File: src/rtl/dpa_dbpsk_symbol_slicer.sv
// DBPSK symbol slicer: carrier squelch FSM, integrate-and-dump, hard decision.
// Optional macro DPA_SLICER_SATURATE_EN: sticky saturating accumulation.
module dpa_dbpsk_symbol_slicer #(
    parameter int IN_W         = 32,
    parameter int ACC_W        = 40,
    parameter int SPS          = 16,
    parameter int LOCK_COUNT   = 8,
    parameter int UNLOCK_COUNT = 4
) (
    input  logic                    clk,
    input  logic                    reset,
    input  logic                    clk_enable,
    input  logic [127:0]            addition_in,
    input  logic [95:0]             subtraction_in,
    input  logic [IN_W-1:0]         energy_threshold,
    output logic                    ce_out,
    output logic                    carrier_lock,
    output logic                    bit_valid,
    output logic                    bit_out,
    output logic signed [ACC_W-1:0] soft_out,
    output logic signed [ACC_W-1:0] freq_err
);

    localparam int SC_W = (SPS > 1) ? $clog2(SPS) : 1;
    localparam int HC_W = $clog2(LOCK_COUNT + 1);
    localparam int MC_W = $clog2(UNLOCK_COUNT + 1);

    localparam logic [IN_W-1:0] MAG_MAX = {1'b0, {(IN_W-1){1'b1}}};
    localparam logic [IN_W-1:0] NEG_MIN = {1'b1, {(IN_W-1){1'b0}}};

    typedef enum logic {
        SEARCH,
        TRACK
    } state_t;

    state_t state_q, state_d;

    logic [SC_W-1:0] samp_cnt_q, samp_cnt_d;
    logic [HC_W-1:0] hit_cnt_q, hit_cnt_d;
    logic [MC_W-1:0] miss_cnt_q, miss_cnt_d;

    logic signed [ACC_W-1:0] acc_add_q, acc_add_d;
    logic signed [ACC_W-1:0] acc_sub_q, acc_sub_d;
    logic signed [ACC_W-1:0] soft_q, soft_d;
    logic signed [ACC_W-1:0] ferr_q, ferr_d;
    logic                    bit_q, bit_d;
    logic                    bv_q, bv_d;

    logic [IN_W-1:0]         add_u, sub_u;
    logic signed [IN_W-1:0]  add_s, sub_s;
    logic signed [ACC_W-1:0] add_x, sub_x;
    logic [IN_W-1:0]         mag;
    logic                    hit;
    logic signed [ACC_W-1:0] sum_add, sum_sub;

    // Only the top IN_W bits of each demodulator word carry the signal.
    logic unused_low_bits;
    assign unused_low_bits = ^{addition_in[127-IN_W:0],
                               subtraction_in[95-IN_W:0]};

    assign add_u = addition_in[127 -: IN_W];
    assign sub_u = subtraction_in[95 -: IN_W];
    assign add_s = signed'(add_u);
    assign sub_s = signed'(sub_u);
    assign add_x = ACC_W'(add_s);
    assign sub_x = ACC_W'(sub_s);

    // Magnitude with the most negative code folded onto the largest positive.
    assign mag = !add_u[IN_W-1] ? add_u :
                 (add_u == NEG_MIN) ? MAG_MAX : IN_W'(-add_s);
    assign hit = mag > energy_threshold;

`ifdef DPA_SLICER_SATURATE_EN
    logic [1:0] stk_q, stk_d, stk_nxt;

    // Returns {clamped, value}; once clamped the accumulator is frozen.
    function automatic logic [ACC_W:0] sat_add(
        input logic signed [ACC_W-1:0] acc,
        input logic signed [ACC_W-1:0] x,
        input logic                    stk
    );
        logic [ACC_W:0] w;
        w = {acc[ACC_W-1], acc} + {x[ACC_W-1], x};
        if (stk)
            return {1'b1, acc};
        if (w[ACC_W] ^ w[ACC_W-1])
            return {1'b1, w[ACC_W], {(ACC_W-1){~w[ACC_W]}}};
        return {1'b0, w[ACC_W-1:0]};
    endfunction

    assign {stk_nxt[0], sum_add} = sat_add(acc_add_q, add_x, stk_q[0]);
    assign {stk_nxt[1], sum_sub} = sat_add(acc_sub_q, sub_x, stk_q[1]);
`else
    assign sum_add = acc_add_q + add_x;
    assign sum_sub = acc_sub_q + sub_x;
`endif

    // Lock FSM, symbol integration and dump decision.
    always_comb begin
        state_d    = state_q;
        samp_cnt_d = samp_cnt_q;
        hit_cnt_d  = hit_cnt_q;
        miss_cnt_d = miss_cnt_q;
        acc_add_d  = acc_add_q;
        acc_sub_d  = acc_sub_q;
        soft_d     = soft_q;
        ferr_d     = ferr_q;
        bit_d      = bit_q;
        bv_d       = 1'b0;
`ifdef DPA_SLICER_SATURATE_EN
        stk_d      = stk_q;
`endif
        if (clk_enable) begin
            unique case (state_q)
                SEARCH: begin
                    if (!hit) begin
                        hit_cnt_d = '0;
                    end else if (hit_cnt_q == HC_W'(LOCK_COUNT - 1)) begin
                        state_d    = TRACK;
                        hit_cnt_d  = HC_W'(LOCK_COUNT);
                        miss_cnt_d = '0;
                        samp_cnt_d = '0;
                        acc_add_d  = '0;
                        acc_sub_d  = '0;
`ifdef DPA_SLICER_SATURATE_EN
                        stk_d      = '0;
`endif
                    end else begin
                        hit_cnt_d = hit_cnt_q + 1'b1;
                    end
                end
                TRACK: begin
                    if (!hit && miss_cnt_q == MC_W'(UNLOCK_COUNT - 1)) begin
                        // Unlock takes priority over a coincident dump.
                        state_d    = SEARCH;
                        miss_cnt_d = MC_W'(UNLOCK_COUNT);
                        hit_cnt_d  = '0;
                        samp_cnt_d = '0;
                        acc_add_d  = '0;
                        acc_sub_d  = '0;
`ifdef DPA_SLICER_SATURATE_EN
                        stk_d      = '0;
`endif
                    end else begin
                        miss_cnt_d = hit ? '0 : miss_cnt_q + 1'b1;
                        if (samp_cnt_q == SC_W'(SPS - 1)) begin
                            soft_d     = sum_add;
                            ferr_d     = sum_sub;
                            bit_d      = sum_add[ACC_W-1];
                            bv_d       = 1'b1;
                            samp_cnt_d = '0;
                            acc_add_d  = '0;
                            acc_sub_d  = '0;
`ifdef DPA_SLICER_SATURATE_EN
                            stk_d      = '0;
`endif
                        end else begin
                            samp_cnt_d = samp_cnt_q + 1'b1;
                            acc_add_d  = sum_add;
                            acc_sub_d  = sum_sub;
`ifdef DPA_SLICER_SATURATE_EN
                            stk_d      = stk_nxt;
`endif
                        end
                    end
                end
                default: state_d = SEARCH;
            endcase
        end
    end

    // State, counter, accumulator and output registers.
    always_ff @(posedge clk or posedge reset) begin
        if (reset) begin
            state_q    <= SEARCH;
            samp_cnt_q <= '0;
            hit_cnt_q  <= '0;
            miss_cnt_q <= '0;
            acc_add_q  <= '0;
            acc_sub_q  <= '0;
            soft_q     <= '0;
            ferr_q     <= '0;
            bit_q      <= 1'b0;
            bv_q       <= 1'b0;
`ifdef DPA_SLICER_SATURATE_EN
            stk_q      <= '0;
`endif
        end else begin
            state_q    <= state_d;
            samp_cnt_q <= samp_cnt_d;
            hit_cnt_q  <= hit_cnt_d;
            miss_cnt_q <= miss_cnt_d;
            acc_add_q  <= acc_add_d;
            acc_sub_q  <= acc_sub_d;
            soft_q     <= soft_d;
            ferr_q     <= ferr_d;
            bit_q      <= bit_d;
            bv_q       <= bv_d;
`ifdef DPA_SLICER_SATURATE_EN
            stk_q      <= stk_d;
`endif
        end
    end

    assign ce_out       = clk_enable;
    assign carrier_lock = (state_q == TRACK);
    assign bit_valid    = bv_q;
    assign bit_out      = bit_q;
    assign soft_out     = soft_q;
    assign freq_err     = ferr_q;

endmodule

File: config.mk
export PLATFORM = sky130hd
export DESIGN_NAME = dpa_dbpsk_symbol_slicer
export DESIGN_NICKNAME = d
export VERILOG_FILES = /design/src/rtl/dpa_dbpsk_symbol_slicer.sv
export SDC_FILE = /design/constraint.sdc
export NUM_CORES = 1
export LEC_CHECK = 0
export BUFFER_PORTS_ARGS = -buffer_cell sky130_fd_sc_hd__clkbuf_2
export CORE_UTILIZATION = 53
export DETAILED_ROUTE_END_ITERATION = 7
export GPL_TIMING_DRIVEN = 0
export PLACE_DENSITY_LB_ADDON = 0.15
export SLEW_MARGIN = 15
export SYNTH_ARGS = -nofsm -noshare
export SYNTH_HDL_FRONTEND = slang
export SYNTH_SLANG_ARGS = --single-unit
File: constraint.sdc
create_clock -name clk -period 5.8 [get_ports clk]
set_input_delay 0.29 -clock clk [delete_from_list [all_inputs] [get_ports clk]]
set_output_delay 0.29 -clock clk [all_outputs]
set_load 0.1 [all_outputs]
### Yosys cells after proc, flatten, opt, wreduce, memory -nomap -nowiden

Cells that the tools add are included.

* bits of input ports: 259
* register bits after elaboration: 174
* logic and storage cells: 63
* output and inout bits: 84

* order comparisons: 1
* mux-type cells: 32
* reduce and logical (&&, ||, !) cells: 5
* bitwise gates (word level): 2
* $add $sub $neg: 6
* equal/unequal tests: 7

Operators by type and width (number)
* 40-bit two-way mux: 6
* 40-bit case mux with 2 select lines: 2
* 40-bit by 32-bit adder with 40-bit output: 2
* 32-bit two-way mux: 2
* 32-bit equality test (second input constant): 1
* 32-bit > comparator: 1
* 32-bit negation: 1
* 4-bit two-way mux: 7
* 4-bit case mux with 2 select lines: 2
* 3-bit two-way mux: 4
* 4-bit by 1-bit adder with 4-bit output (second input constant): 2
* 1-bit two-way mux: 7
* 3-bit case mux with 2 select lines: 1
* 4-bit by 3-bit equality test with 1-bit output (second input constant): 1
* 4-bit equality test (second input constant): 1
* 2-bit != test (second input constant): 2
* 4-bit AND reduction: 1
* 3-bit by 1-bit adder with 3-bit output (second input constant): 1
* 3-bit by 2-bit equality test with 1-bit output (second input constant): 1
* 3-bit AND reduction: 1
* 2-bit by 1-bit != test with 1-bit output (second input constant): 1
* 1-bit NOT: 2
* 1-bit case mux with 2 select lines: 1
* 2-bit AND reduction: 1
* 2 further kinds: 2

### Logic depth before layout (Yosys ltp)

Gate-level depths: netlist (run 1).

* depth after elaboration: 9
* mapped depth: 24
* depth with buffers taken out: 22

### Least setup slack after synthesis (run 1)

Ideal clock, no wire load.

* path type: input-to-reg
* from: input addition_in[101]
* to: register ferr_q[0], in the netlist freq_err[0]
* setup slack: 0.053 ns
* arrival time: 5.621 ns
* data required time: 5.675 ns
* library setup time: 0.125 ns
* buffers on the path: 2
* cell stages on the path: 18
* path through: or3_4 -> or4_4 -> or4_4 -> or4_4 -> or3_1 -> or3_4 -> buf_2 -> nand2_1 -> ha_1 -> nand4_1 -> or4_1 -> a21oi_1 -> o31a_1 -> o21ai_1 -> a21bo_2 -> nor3_1 -> clkbuf_1 -> mux2_2

* word-level cells in the longest chain between the ends: 8
* elaborated cells on any way between the ends: 9
* those cells by class: add/sub (1); order compare (1); eq/ne (1); mux (2); bitwise (1); reduce/logical (3)

RTL lines
* start, declared: line 13 `input logic [127:0] addition_in,`
* 32-bit negation / 32-bit equality test (equally long branches): line 70 `(add_u == NEG_MIN) ? MAG_MAX : IN_W'(-add_s);`
* 32-bit two-way mux: line 70
* 32-bit two-way mux *: line 69 `assign mag = !add_u[IN_W-1] ? add_u :`
* 32-bit > comparator *: line 71 `assign hit = mag > energy_threshold;`
* 1-bit logical NOT *: line 133 `if (!hit && miss_cnt_q == MC_W'(UNLOCK_COUNT - 1)) begin`
* 1-bit logical AND *: line 133
* 1-bit NOT (no source line) *
* 4-bit AND reduction (no source line) *
* end signal, assigned: line 196 `ferr_q <= ferr_d;`
* end, declared: line 45 `logic signed [ACC_W-1:0] ferr_q, ferr_d;`

Mark *: on every way between the ends. The rest lies on a longest branch, timed or not.
A chain may end at the register's enable or synchronous reset.

### Final worst setup path (run 1)

* from: input addition_in[101]
* to: register ferr_q[16], in the netlist freq_err[16]

The elaborated chain is that of the path after synthesis.

==> flow_summary.toml, run 1 <==
[clocking]
htreeDepth = 4
clk_path_buf_depth = 2
clkTransAtPathRegs_ns = 0.06
cts_root_buf = "clkbuf_16"
cts.sinks = 173
cts_buffers = 17
clk-insertion-delay-late_ns = 0.43
cts_tree = "done"

[power]
power_frac_comb_pct = 28.8
power_frac_clock_pct = 32.5
swShare_pct = 31.9
power.density_mw_per_mm2 = 251
vdd_ir_drop_max_mv = 0.227
seqPwrFrac_pct = 38.8
p_int_w = 0.00235
total_leakage_power_nw = 7.36
power_w = 0.00346
switchingPower_w = 0.00110

[run_status]
outcome = "finished clean"

[detailed_routing]
drt_iter0_drc = 345
drtAntennaViolNets = 0
viasPerCell = 5.71
drt_pre_antenna_iters = 5
drt_wl_total_um = 28000
vias = 9791
wl_per_cell_um = 16.3
drc = 0

[logic_synthesis]
netlist_instances = 1218
avgSynthCellArea_um2 = 9.68
ys_seq_area_share_pct = 36.7
syn_nets = 1594
synth_seq_cells = 173
synth-main-ff-cell = "dfrtp_1"
synth_cell_types = 63
ys_warn_count = 0
syn_area_mm2 = 0.0118
synthArstFlopShare_pct = 100
synth_edf_count = 0

[setup_path]
crit_fanout = 10
slowest_delay_ns = 0.55
criticalPathCategory = "in -> reg"
slowest_stage = "or4_1"
crit_top_cell = "or4_1"
cp_top_family = "simple AND/OR/NAND/NOR gates"
crit_buf_inv = 3
worstSetupEndpointType = "register"
required_ns = 6.11
path_cells = "clkbuf_2, or3_4, or4_1, or4_1, or4_1, or3_1, o31a_1, xnor2_1, nand2_1, ha_1, nand4_1, nor4_2, o31a_1, o21ai_2, a21bo_2, nor3_4, buf_4, clkbuf_4, mux2_2"
arrival_ns = 5.92
crit_path_start_kind = "primary input"

[floorplanning]
start_util_pct = 54.0
die_w_um = 151
dieArea_mm2 = 0.0229
core_mm2 = 0.0218
row_count = 54
ios = 343
die_h_um = 151

[global_route]
grt_pass1_vias = 9342
grt_start_max_net_pins = 94
antenna_found_initial = 0
grt_overflow = 0
grt_util_all_layers_pct = 25.2
grt_pass1_wl_um = 45200

[final_layout]
mostFrequentLayoutCells = "clkbuf_2, dfrtp_1, ha_1"
diodes = 0
regArea_mm2 = 0.00433
fin_nets = 1799
drive_above_1_share_pct = 23.7
finalNonFillerCells = 1716
multi_input_area_mm2 = 0.00708
fill_cells = 1852
areaGrowthSynthToFinish_pct = 16.9
layout_commonest_cell = "clkbuf_2"

[placed_design]
numPortBuffers = 181
dp_hpwl_um = 21500
placed_cells = 1681
globalplace.congestion = 0.858
dp_slack_ns = -1.28

[timing]
final-setup-viol-count = 0
slew-limit-headroom_pct = 52.7
period_share_pct = 96.7
max_freq_mhz = 178
worstMarginPinSlew_ns = 0.702
setup_ws_ns = 0.192
setup_tns_ns = 0
period_needed_ns = 5.61
rsz0062_at_grt = "yes"
clock_skew_ns = 0.00970
slew_violations = 0
hold_viol_final = 0

[worst_hold_path]
hp-class = "in -> reg"

[run]
cap_violations = 0
[worst paths after layout]
kind / startpoint / end / slack, ns / cells past startpoint
max: addition_in[101] / freq_err[16] / 0.19 / 19
min: subtraction_in[64] / acc_sub_q[0] / 0.24 / 3
max reg2reg: acc_add_q[0] / soft_out[36] / 1.93 / 12
min reg2reg: miss_cnt_q[1] / miss_cnt_q[1] / 0.49 / 2
max in group asynchronous: reset / soft_out[18] / 4.48 / 4
min in group asynchronous: reset / freq_err[18] / 0.49 / 3
[synthesized netlist by cell type, types with 9 or more instances]
cell type,instances,share of area [%]
mux2_2,71,6.8
nand2_1,110,3.5
a31oi_1,11,0.58
nor3_1,16,0.68
a21o_1,39,2.5
nor2_1,55,1.8
dfrtp_1,173,37
o21bai_1,9,0.57
o21ai_0,60,2.5
o31ai_1,14,0.89
xor2_1,50,3.7
nand3_1,28,1.2
clkbuf_1,36,1.1
a22o_1,74,5.5
o21a_1,14,0.89
a21oi_1,95,4.0
nand4_1,18,0.95
xnor2_1,53,3.9
ha_1,115,12
inv_1,58,1.8
[kinds of logic (layout without fill, tap and decap cells)]
kind of cell             Yosys count  in the layout  share of synthesized area (%)
buffers and inverters            103            321                           3.48
XOR/XNOR                         103            103                           7.65
AO/OA/AOI/OAI                    372            372                           21.6
flip-flops                       173            173                           36.7
multiplexers                      71             71                           6.78
AND/OR/NAND/NOR                  279            279                           11.2
adder cells (fa/ha/maj)          117            117                           12.5
[cell type report]
cell class / count / area share, %
Clock buffer: 23 / 3.61
Buffer: 43 / 1.73
Sequential cell: 173 / 31.4
Timing Repair Buffer: 188 / 7.11
Multi-Input combinational cell: 942 / 51.4
Tap cell: 280 / 2.54
Clock inverter: 9 / 0.617
Inverter: 58 / 1.63
[timing repair]
item / 4_1_cts / 5_1_grt
setup endpoints to repair: 167 / 167
hold endpoints to repair: 80 / 0
gates resized for setup: 18 / 41
pin swaps: 1 / 2
buffers inserted: 1 / 3
hold buffers: 1 / 0
[tightest hold or removal path, stage by stage]
cell      delay [ns]
clkbuf_2        0.08
ha_1            0.14
a22o_1          0.13
[sequential cells by signal (all words and copies together) (netlist names)]
name and flops:
samp_cnt_q 4, acc_sub_q 40, soft_out 40, freq_err 40, bit_valid 1, hit_cnt_q 4, miss_cnt_q 3, acc_add_q 40
carrier_lock 1
[metal layers]
layer / wire length [um] / GRT usage (%) / share of wire [%] / vias up
li1: - / - / - / 4923
met1: 13000 / 32.6 / 46 / 4624
met2: 13200 / 42.4 / 47 / 209
met3: 1360 / 4.82 / 4.8 / 35
met4: 496 / 7.85 / 1.8 / 0
met5: 0 / 0 / 0 / -
[power by group through the flow]
stage                     Combinational, W  Clock, W  Sequential [W]
after floorplan                   0.000747         0         0.00135
after global placement            0.000960         0         0.00136
after detailed placement          0.000981         0         0.00136
after CTS                         0.000991   0.00115         0.00134
after global routing               0.00112   0.00119         0.00135
final                             0.000994   0.00112         0.00134
[per-stage QoR]
step | util (%) | instance area (um2) | hold WS, ns
finish | 63.2 | 13800 | 0.243
global route | 63.2 | 13800 | 0.234
CTS | 62.9 | 13700 | 0.225
detailed placement | 60.0 | 13100 | 0.415
global placement | 59.8 | 13000 | 0.469
floorplan | - | 11800 | 0.454
Power figures use the tool's default switching activity.
==> run 2, diff against run 1 <==
--- a/config.mk
+++ b/config.mk
@@ -5,8 +5,9 @@
 export SDC_FILE = /design/constraint.sdc
 export NUM_CORES = 1
 export LEC_CHECK = 0
+export ABC_AREA = 1
 export BUFFER_PORTS_ARGS = -buffer_cell sky130_fd_sc_hd__clkbuf_2
-export CORE_UTILIZATION = 53
+export CORE_UTILIZATION = 56
 export DETAILED_ROUTE_END_ITERATION = 7
 export GPL_TIMING_DRIVEN = 0
 export PLACE_DENSITY_LB_ADDON = 0.15
==> run 2 against run 1 <==
Compared with the run above:
- sequential share of layout area decreased by 5.0 points
- critical path depth increased by 4
- critical endpoint is now soft_out[15]
- register-to-register slack improved by 1.3 ns
- cell area increased by 19%
- sequential power increased by 13%
- wire length increased by 53%
- setup slack improved by 0.69 ns
- hold slack got worse by 0.042 ns
- highest routed layer unchanged
==> flow_summary.toml, run 2 <==
[logic_synthesis]
synth_seq_cells = 173
syn_nets = 2543
synth_cell_types = 45
post-synth-top-count-cell = "nand2_1"
synthTopCellsByCount = "nand2_1, inv_1, dfrtp_1, nor2_1, nand3_1"
synthArstFlopShare_pct = 100
ys_warn_count = 0
netlist_instances = 2167
yosysTopAreaCellShare_pct = 29.9
ys_seq_area_share_pct = 29.9
synth_top_area_cell = "dfrtp_1"
avgSynthCellArea_um2 = 6.67
syn_area_mm2 = 0.0145
synth_edf_count = 0
synth-main-ff-cell = "dfrtp_1"
synthTopCellsByArea = "dfrtp_1, nand2_1, ha_1"

[power]
vdd_ir_drop_max_mv = 0.193
power_frac_comb_pct = 49.6
power_frac_clock_pct = 22.0
switchingPower_w = 0.00253
total_leakage_power_nw = 9.77
swShare_pct = 47.1
seqPwrFrac_pct = 28.4
p_int_w = 0.00284
power.density_mw_per_mm2 = 327

[global_route]
grt_util_all_layers_pct = 33.1
antenna_found_initial = 0
grt_overflow = 0
grt_start_max_net_pins = 111
grt_pass1_vias = 13500
grt_pass1_wl_um = 68900

[final_layout]
diodes = 0
areaGrowthSynthToFinish_pct = 13.5
utilization_pct = 65.0
fill_cells = 2368
layout_commonest_cell = "nand2_1"
drive_above_1_share_pct = 14.8
fin_nets = 2746
mostFrequentLayoutCells = "nand2_1, inv_1, clkbuf_2"

[timing]
max_freq_mhz = 203
final-setup-viol-count = 0
clock_skew_ns = 0.0217
worstMarginPinSlew_ns = 0.740
setup_tns_ns = 0
slew-limit-headroom_pct = 50.7
hold_ws_ns = 0.201
period_needed_ns = 4.92
hold_viol_final = 0
rsz0062_at_grt = "no"
period_share_pct = 84.8
slew_violations = 0

[setup_path]
path_cells = "clkbuf_2, clkbuf_1, inv_1, or2_2, nor3_1, inv_1, nor2_2, inv_2, buf_4, nand3_1, ha_1, nand2_1, nor2_2, nand3b_1, nor3b_2, nand4_1, nand2_2, nand2_4, nand3_2, buf_2, buf_2, nand2_1, nand2_1"
required_ns = 6.18
arrival_ns = 5.30
slowest_delay_ns = 0.50
slowest_stage = "clkbuf_1"
crit_fanout = 10
criticalPathCategory = "in -> reg"
worstSetupEndpointType = "register"
crit_top_cell = "nand2_1"
crit_path_start_kind = "primary input"

[clocking]
cts_resized = 0
cts_buffers = 17
cts.sinks = 173
clk-insertion-delay-late_ns = 0.46
htreeDepth = 4
clk_path_buf_depth = 2
cts_root_buf = "clkbuf_16"
clkTransAtPathRegs_ns = 0.07
cts_tree = "done"

[floorplanning]
dieArea_mm2 = 0.0265
ios = 343
start_util_pct = 57.3
row_count = 58
core_mm2 = 0.0253
die_w_um = 163
die_h_um = 163

[placed_design]
numPortBuffers = 182
globalplace.congestion = 0.995
dp_hpwl_um = 34300

[detailed_routing]
drt_pre_antenna_iters = 5
wl_per_cell_um = 15.8
vias = 14400
drt_iter0_drc = 1199
drc = 0
drtAntennaViolNets = 0
drt_wl_total_um = 42800
viasPerCell = 5.30

[worst_hold_path]
hp-class = "in -> reg"

[run_status]
outcome = "finished clean"

[run]
cap_violations = 0
-- run 2: changes by cell type after synthesis, moves of 16 or more --
cell / previous run / this run
nand2_1: 110 / 907
mux2_2: 71 / 0
nand3_2: 0 / 62
buf_2: 1 / 22
a22o_1: 74 / 0
nand3_1: 28 / 116
inv_1: 58 / 247
a21o_1: 39 / 8
or2_2: 4 / 20
clkbuf_1: 36 / 15
xnor2_1: 53 / 14
nor2_1: 55 / 160
-- run 2: what timing repair did --
action,in CTS,in global routing
buffers inserted,0,0
hold endpoints to repair,63,0
hold buffers,1,0
-- run 2: final timing paths --
check,end,from,depth (start not counted),slack [ns]
worst max-delay path,soft_out[15],addition_in[127],23,0.88
worst min-delay path,carrier_lock,clk_enable,2,0.20
worst max register to register,acc_sub_q[30],acc_sub_q[0],15,3.20
worst min register to register,freq_err[7],freq_err[7],2,0.48
max in group asynchronous,acc_sub_q[28],reset,4,4.43
min in group asynchronous,freq_err[10],reset,3,0.44
-- run 2: cell families (layout without fill, tap and decap cells) --
family                   after synthesis  in the layout  synth area share (%)
AO/OA/AOI/OAI                        179            179                  6.66
adder cells (fa/ha/maj)              117            117                  10.2
flip-flops                           173            173                  29.9
AND/OR/NAND/NOR                     1329           1329                  40.0
buffers and inverters                304            520                  9.19
XOR/XNOR                              65             65                  3.94
-- run 2: routing by layer --
layer  wire length, um  track usage [%]  part of all wire [%]  vias up
met5                 0                0                     0        -
met1             20800             48.7                    49     6618
met4               563             6.75                   1.3        0
met3              2800             5.25                   6.5       45
li1                  -                -                     -     7239
met2             18700             51.1                    44      482
-- run 2: metrics by stage --
stage | power (W) | worst slack [ns] | instances | area, um2
4_1_cts | 0.00534 | 1.08 | 2713 | 16400
5_1_grt | 0.00578 | 0.733 | 2713 | 16400
6_report | 0.00537 | 0.884 | 2713 | 16400
2_1_floorplan | 0.00346 | 0.822 | 2167 | 14500
3_5_place_dp | 0.00415 | 0.649 | 2680 | 15800
3_3_place_gp | 0.00410 | -1.15 | 2679 | 15800
-- run 2: area by class of cell --
type | count | area (um2) | area share [%]
Multi-Input combinational cell | 1690 | 8800 | 53.6
Sequential cell | 173 | 4330 | 26.4
Inverter | 251 | 950 | 5.79
Timing Repair Buffer | 184 | 948 | 5.78
Clock buffer | 18 | 439 | 2.68
Tap cell | 330 | 413 | 2.52
Buffer | 53 | 387 | 2.36
Clock inverter | 14 | 148 | 0.899
-- run 2: power by group through the flow --
stage / clock network, W / registers, W / logic [W]
finish: 0.00118 / 0.00152 / 0.00266
detailed placement: 0 / 0.00154 / 0.00261
floorplan: 0 / 0.00151 / 0.00195
global route: 0.00124 / 0.00154 / 0.00300
CTS: 0.00119 / 0.00152 / 0.00262
global placement: 0 / 0.00154 / 0.00256
-- run 2: worst max-delay path: cells and delay by family --
| kind | cells | cell delay [ns] |
|---|---|---|
| and+or+nand+nor | 14 | 2.55 |
| buffers and inverters | 8 | 2.25 |
| adders and majority gates | 1 | 0.15 |
